[src/rtl/fp_mul_issue.sv]
// Issue/collect stage in front of the FSM-based single-precision FP multiplier.
// Buffers operand pairs, runs one multiply at a time in order, and watchdogs a silent multiplier.
module fp_mul_issue #(
    parameter int DEPTH   = 4,
    parameter int TIMEOUT = 15
) (
    input  logic        clk,
    input  logic        rst,
    input  logic        in_valid,
    output logic        in_ready,
    input  logic [31:0] in_a,
    input  logic [31:0] in_b,
    output logic        mul_start,
    output logic [31:0] mul_a,
    output logic [31:0] mul_b,
    input  logic [31:0] mul_result,
    input  logic        mul_done,
    output logic        out_valid,
    input  logic        out_ready,
    output logic [31:0] out_data,
    output logic        busy,
    output logic        err,
    output logic [15:0] done_cnt
);

    localparam int AW = $clog2(DEPTH);
    localparam int CW = AW + 1;
    localparam int TW = $clog2(TIMEOUT + 1);
    localparam logic [CW-1:0] FULL_CNT = CW'(DEPTH);
    localparam logic [TW-1:0] TMO_LAST = TW'(TIMEOUT - 1);
    localparam logic [31:0]   QNAN     = 32'h7FC0_0000;

    typedef enum logic [1:0] {
        ST_IDLE  = 2'd0,
        ST_ISSUE = 2'd1,
        ST_WAIT  = 2'd2,
        ST_HOLD  = 2'd3
    } state_t;

    logic [31:0]   mem_a_r [DEPTH];
    logic [31:0]   mem_b_r [DEPTH];
    logic [AW-1:0] wr_ptr_r;
    logic [AW-1:0] rd_ptr_r;
    logic [CW-1:0] count_r;
    state_t        state_r;
    logic [TW-1:0] wait_cnt_r;
    logic          push_s;
    logic          pop_s;

    assign in_ready = (count_r != FULL_CNT);
    assign push_s   = in_valid && in_ready;
    assign pop_s    = (state_r == ST_IDLE) && (count_r != {CW{1'b0}});
    assign busy     = (state_r != ST_IDLE) || (count_r != {CW{1'b0}});

    // Operand FIFO storage, power-of-two pointers wrap naturally
    always_ff @(posedge clk or posedge rst) begin
        if (rst) begin
            for (int i = 0; i < DEPTH; i++) begin
                mem_a_r[i] <= 32'h0;
                mem_b_r[i] <= 32'h0;
            end
            wr_ptr_r <= {AW{1'b0}};
            rd_ptr_r <= {AW{1'b0}};
            count_r  <= {CW{1'b0}};
        end else begin
            if (push_s) begin
                mem_a_r[wr_ptr_r] <= in_a;
                mem_b_r[wr_ptr_r] <= in_b;
                wr_ptr_r          <= wr_ptr_r + AW'(1);
            end
            if (pop_s) begin
                rd_ptr_r <= rd_ptr_r + AW'(1);
            end
            case ({push_s, pop_s})
                2'b10:   count_r <= count_r + CW'(1);
                2'b01:   count_r <= count_r - CW'(1);
                default: count_r <= count_r;
            endcase
        end
    end

    // Issue FSM: pop head, pulse start, wait for done or watchdog, hold result until taken
    always_ff @(posedge clk or posedge rst) begin
        if (rst) begin
            state_r    <= ST_IDLE;
            wait_cnt_r <= {TW{1'b0}};
            mul_start  <= 1'b0;
            mul_a      <= 32'h0;
            mul_b      <= 32'h0;
            out_valid  <= 1'b0;
            out_data   <= 32'h0;
            err        <= 1'b0;
            done_cnt   <= 16'h0;
        end else begin
            case (state_r)
                ST_IDLE: begin
                    mul_start <= 1'b0;
                    if (pop_s) begin
                        mul_a     <= mem_a_r[rd_ptr_r];
                        mul_b     <= mem_b_r[rd_ptr_r];
                        mul_start <= 1'b1;
                        state_r   <= ST_ISSUE;
                    end
                end
                ST_ISSUE: begin
                    mul_start  <= 1'b0;
                    wait_cnt_r <= {TW{1'b0}};
                    state_r    <= ST_WAIT;
                end
                ST_WAIT: begin
                    if (mul_done) begin
                        out_data  <= mul_result;
                        out_valid <= 1'b1;
                        state_r   <= ST_HOLD;
                    end else if (wait_cnt_r == TMO_LAST) begin
                        // Multiplier went silent: hand back a quiet NaN and latch the error
                        err       <= 1'b1;
                        out_data  <= QNAN;
                        out_valid <= 1'b1;
                        state_r   <= ST_HOLD;
                    end else begin
                        wait_cnt_r <= wait_cnt_r + TW'(1);
                    end
                end
                ST_HOLD: begin
                    if (out_ready) begin
                        out_valid <= 1'b0;
                        done_cnt  <= done_cnt + 16'd1;
                        state_r   <= ST_IDLE;
                    end
                end
                default: begin
                    state_r   <= ST_IDLE;
                    mul_start <= 1'b0;
                    out_valid <= 1'b0;
                end
            endcase
        end
    end

endmodule

[config.mk]
export PLATFORM = sky130hd
export DESIGN_NAME = fp_mul_issue
export DESIGN_NICKNAME = d
export VERILOG_FILES = /design/src/rtl/fp_mul_issue.sv
export SDC_FILE = /design/constraint.sdc
export NUM_CORES = 1
export LEC_CHECK = 0
export CAP_MARGIN = 25
export CORE_UTILIZATION = 55
export DETAILED_ROUTE_END_ITERATION = 7
export PLACE_DENSITY = 0.77
export SYNTH_ARGS = -nofsm -noshare
export SYNTH_HDL_FRONTEND = slang
export SYNTH_SLANG_ARGS = --single-unit
[constraint.sdc]
create_clock -name clk -period 16.95 [get_ports clk]
set_input_delay 2.5425 -clock clk [delete_from_list [all_inputs] [get_ports clk]]
set_output_delay 2.5425 -clock clk [all_outputs]
set_load 0.02 [all_outputs]
==> qor.csv <==
stage;metric;value;unit
outcome;status;finished clean;
synth;syn_avg_cell_area;16.6;um2
routing;num_vias;9001;
routing;antenna_left;0;
routing;routed_wl;32200;um
flow_run;max-cap-violations;0;
synth;synth_nets;1088;
cts;numCtsBuffers;40;
finish;layout.nets;1308;
synth;ys_ff_latch;384;
synth;yosysWarnings;0;
power;p_seq_share;39.9;%
finish;area_growth;23.2;%
sta;fin_setup_tns;0;ns
sta;setup_slack;12.37;ns
setup_path;worstReg2RegEnd;count_r[2];
floorplan;ioPinCount;218;
setup_path;cp-end-kind;primary output;
global_routing;grt_pass1_wl;53300;um
global_routing;antenna_found_initial;2;
sta;post-route-period-util;27.0;%
setup_path;ff2ff_path_depth;11;
worst_hold_path;hp-class;reg2reg;
cts;h-tree-depth;2;
power;p_sw;1260;uW
synth;ys_types;34;
sta;setup_viol_count_final;0;
floorplan;placementRows;62;
sta;finalHoldViolCount;0;
cts;cts_setup_buffers;0;
synth;ys_seq_area_share;59.3;%
synth;synthCells;974;
setup_path;crit_type;reg2out;
placed_design;place_inst;1532;
floorplan;start_util;56.2;%
setup_path;cp-endpoint;busy;
floorplan;die-area;30200;um2
power;leakagePower;0.00848;uW
setup_path;ff2ff_setup_slack;14.31;ns
cts;cts.repair.resized;0;
floorplan;fp.dieH;174;um
placed_design;place_congestion;0.763;
power;ir_drop;0.122;mV
sta;maxSlewViolCount;0;
setup_path;startpoint_type;flop;
floorplan;core;28900;um2
sta;rsz0062_at_grt;no;
worst_hold_path;holdCritStartpoint;err;
cts;cts_sinks;384;
placed_design;port-buffer-count;217;
floorplan;die_w;174;um
cts;clk_pin_slew_worst_paths;0.06;ns
setup_path;worstSetupStartpoint;count_r[0];
placed_design;hpwl;19400;um
synth;netlist_area;16200;um2
setup_path;reg2reg_from;state_r[1];
cts;cts_tree;built;
sta;fin_skew;0.0142;ns
power;p_total;4120;uW
sta;slew_headroom;38.5;%
routing;vias_per_cell;5.60;
setup_path;worst-path-max-fanout;4;
global_routing;grt_use_total;22.3;%
setup_path;cp.required;14.41;ns
sta;fin_crit;4.58;ns
routing;wl_per_cell;20.1;um
cts;clk_latency;0.52;ns
placed_design;dpl_worst_slack;11.88;ns
routing;drt_iter0_drc;420;
power;swShare;30.7;%
setup_path;arrival;2.03;ns
routing;dr.pass1.iters;4;
cts;clockBufferDepth;3;
cts;cts_root_buf;clkbuf_16;
sta;worst_pin_slew;0.922;ns
global_routing;grt_overflow;0;
finish;drive_gt1_share;36.1;%
power;power.internal;2850;uW
power;p_clk_share;20.1;%
global_routing;grt_max_degree;135;
power;powerDensity;206;nW/um2
power;power_frac_comb;40.1;%
global_routing;first_global_vias;9949;
cts;holdBufCountCts;0;
sta;clock.fmax;219;MHz
finish;finalNonFillerCells;1606;
routing;remaining_drc_errors;0;
==> power groups by stage <==
stage | Sequential (uW) | Clock, uW | Combinational [uW]
floorplan | 1700 | 0 | 1090
global placement | 1660 | 0 | 1570
detailed placement | 1680 | 0 | 1630
CTS | 1670 | 845 | 1640
global route | 1700 | 883 | 1770
finish | 1640 | 826 | 1650
==> synth_stat cells, drive strengths merged <==
cell	count	area, um2
mux2	321	3610
clkbuf	14	52.6
or3	1	6.26
xor2	9	78.8
and2	4	25.0
dfrtp	384	9610
inv	11	41.3
a211oi	1	7.51
and3	1	6.26
nand2b	4	25.0
o22a	9	78.8
nand2	18	97.6
a41o	1	10.0
nand3	12	60.1
nand4	4	25.0
and4	1	8.76
nor2	8	30.0
fa	1	20.0
mux4	64	1440
o21ai	6	30.0
o32a	1	10.0
a21boi	1	18.8
a22o	24	210
nor2b	3	18.8
buf	39	377
xnor2	14	123
a31oi	1	6.26
nor3	3	15.0
a21oi	1	5.00
ha	12	150
mux2i	1	10.0
==> layer usage <==
layer | GRT usage [%] | up-vias | routed length (um)
met1 | 30.2 | 4721 | 14100
met2 | 36.8 | 206 | 15800
met3 | 5.02 | 51 | 1750
li1 | - | 4023 | -
met5 | 0 | - | 0
met4 | 5.52 | 0 | 546
==> cell usage in the layout, fill, tap and decap left out, types with 3 or more instances in the layout <==
cell and count:
nand4_1 4, ha_1 12, buf_4 5, nand2b_1 4
xnor2_1 14, nand2_1 14, nor2_1 8, nor3_1 3
and2_1 4, clkinv_2 7, nor2b_1 3, a22o_1 24
o21ai_0 6, buf_16 9, clkbuf_8 6, inv_1 9
dfrtp_1 382, clkbuf_16 41, xor2_1 9, mux2_2 299
clkbuf_1 13, mux2_1 22, mux4_2 64, nand3_1 12
o22a_1 9, clkdlybuf4s50_1 217, nand2_4 4
==> through the flow <==
| step | hold slack, ns | instance area (um2) | utilization [%] |
|---|---|---|---|
| detailed placement | 0.473 | 18600 | 64.5 |
| floorplan | 0.459 | 16200 | - |
| CTS | 0.491 | 19900 | 68.8 |
| global route | 0.501 | 20000 | 69.2 |
| finish | 0.478 | 20000 | 69.2 |
| global placement | 0.455 | 18500 | 64.1 |
==> critical path, stage by stage (launching register included) <==
cell and delay, ns:
dfrtp_1 0.42, nor3_1 0.42, nand2_1 0.12, clkdlybuf4s50_1 0.57
==> flip-flops by register name, summed over array words and instances (netlist names) <==
name	flops
count_r	3
done_cnt	16
err	1
mem_a_r	128
mem_b_r	128
mul_a	32
mul_b	32
mul_start	1
out_data	32
out_valid	1
rd_ptr_r	2
state_r	2
wait_cnt_r	4
wr_ptr_r	2
==> cells by family after synthesis <==
logic type	share of synthesized area, %
AND/OR/NAND/NOR	1.96
multiplexers	31.2
adder cells (fa/ha/maj)	1.05
AO/OA/AOI/OAI	2.32
buffers and inverters	2.90
flip-flops	59.3
XOR/XNOR	1.24
==> worst min path at each step <==
stage,slack (ns),cells past startpoint,endpoint
6_report,0.48,1,err
3_5_place_dp,0.47,1,err
4_1_cts,0.49,1,err
3_3_place_gp,0.45,1,done_cnt[15]
5_1_grt,0.50,1,err
2_1_floorplan,0.46,1,mem_a_r[71]
==> final cells by class <==
type / count / area, um2
inverters: 11 / 50.0
diodes: 2 / 5.00
well taps: 384 / 480
clock inverters: 8 / 68.8
repair buffers: 231 / 2460
fillers: 1997 / 8890
clock buffers: 60 / 1160
multi-input cells: 526 / 6130
flip-flops and latches: 384 / 9620
Power figures use the tool's default switching activity.
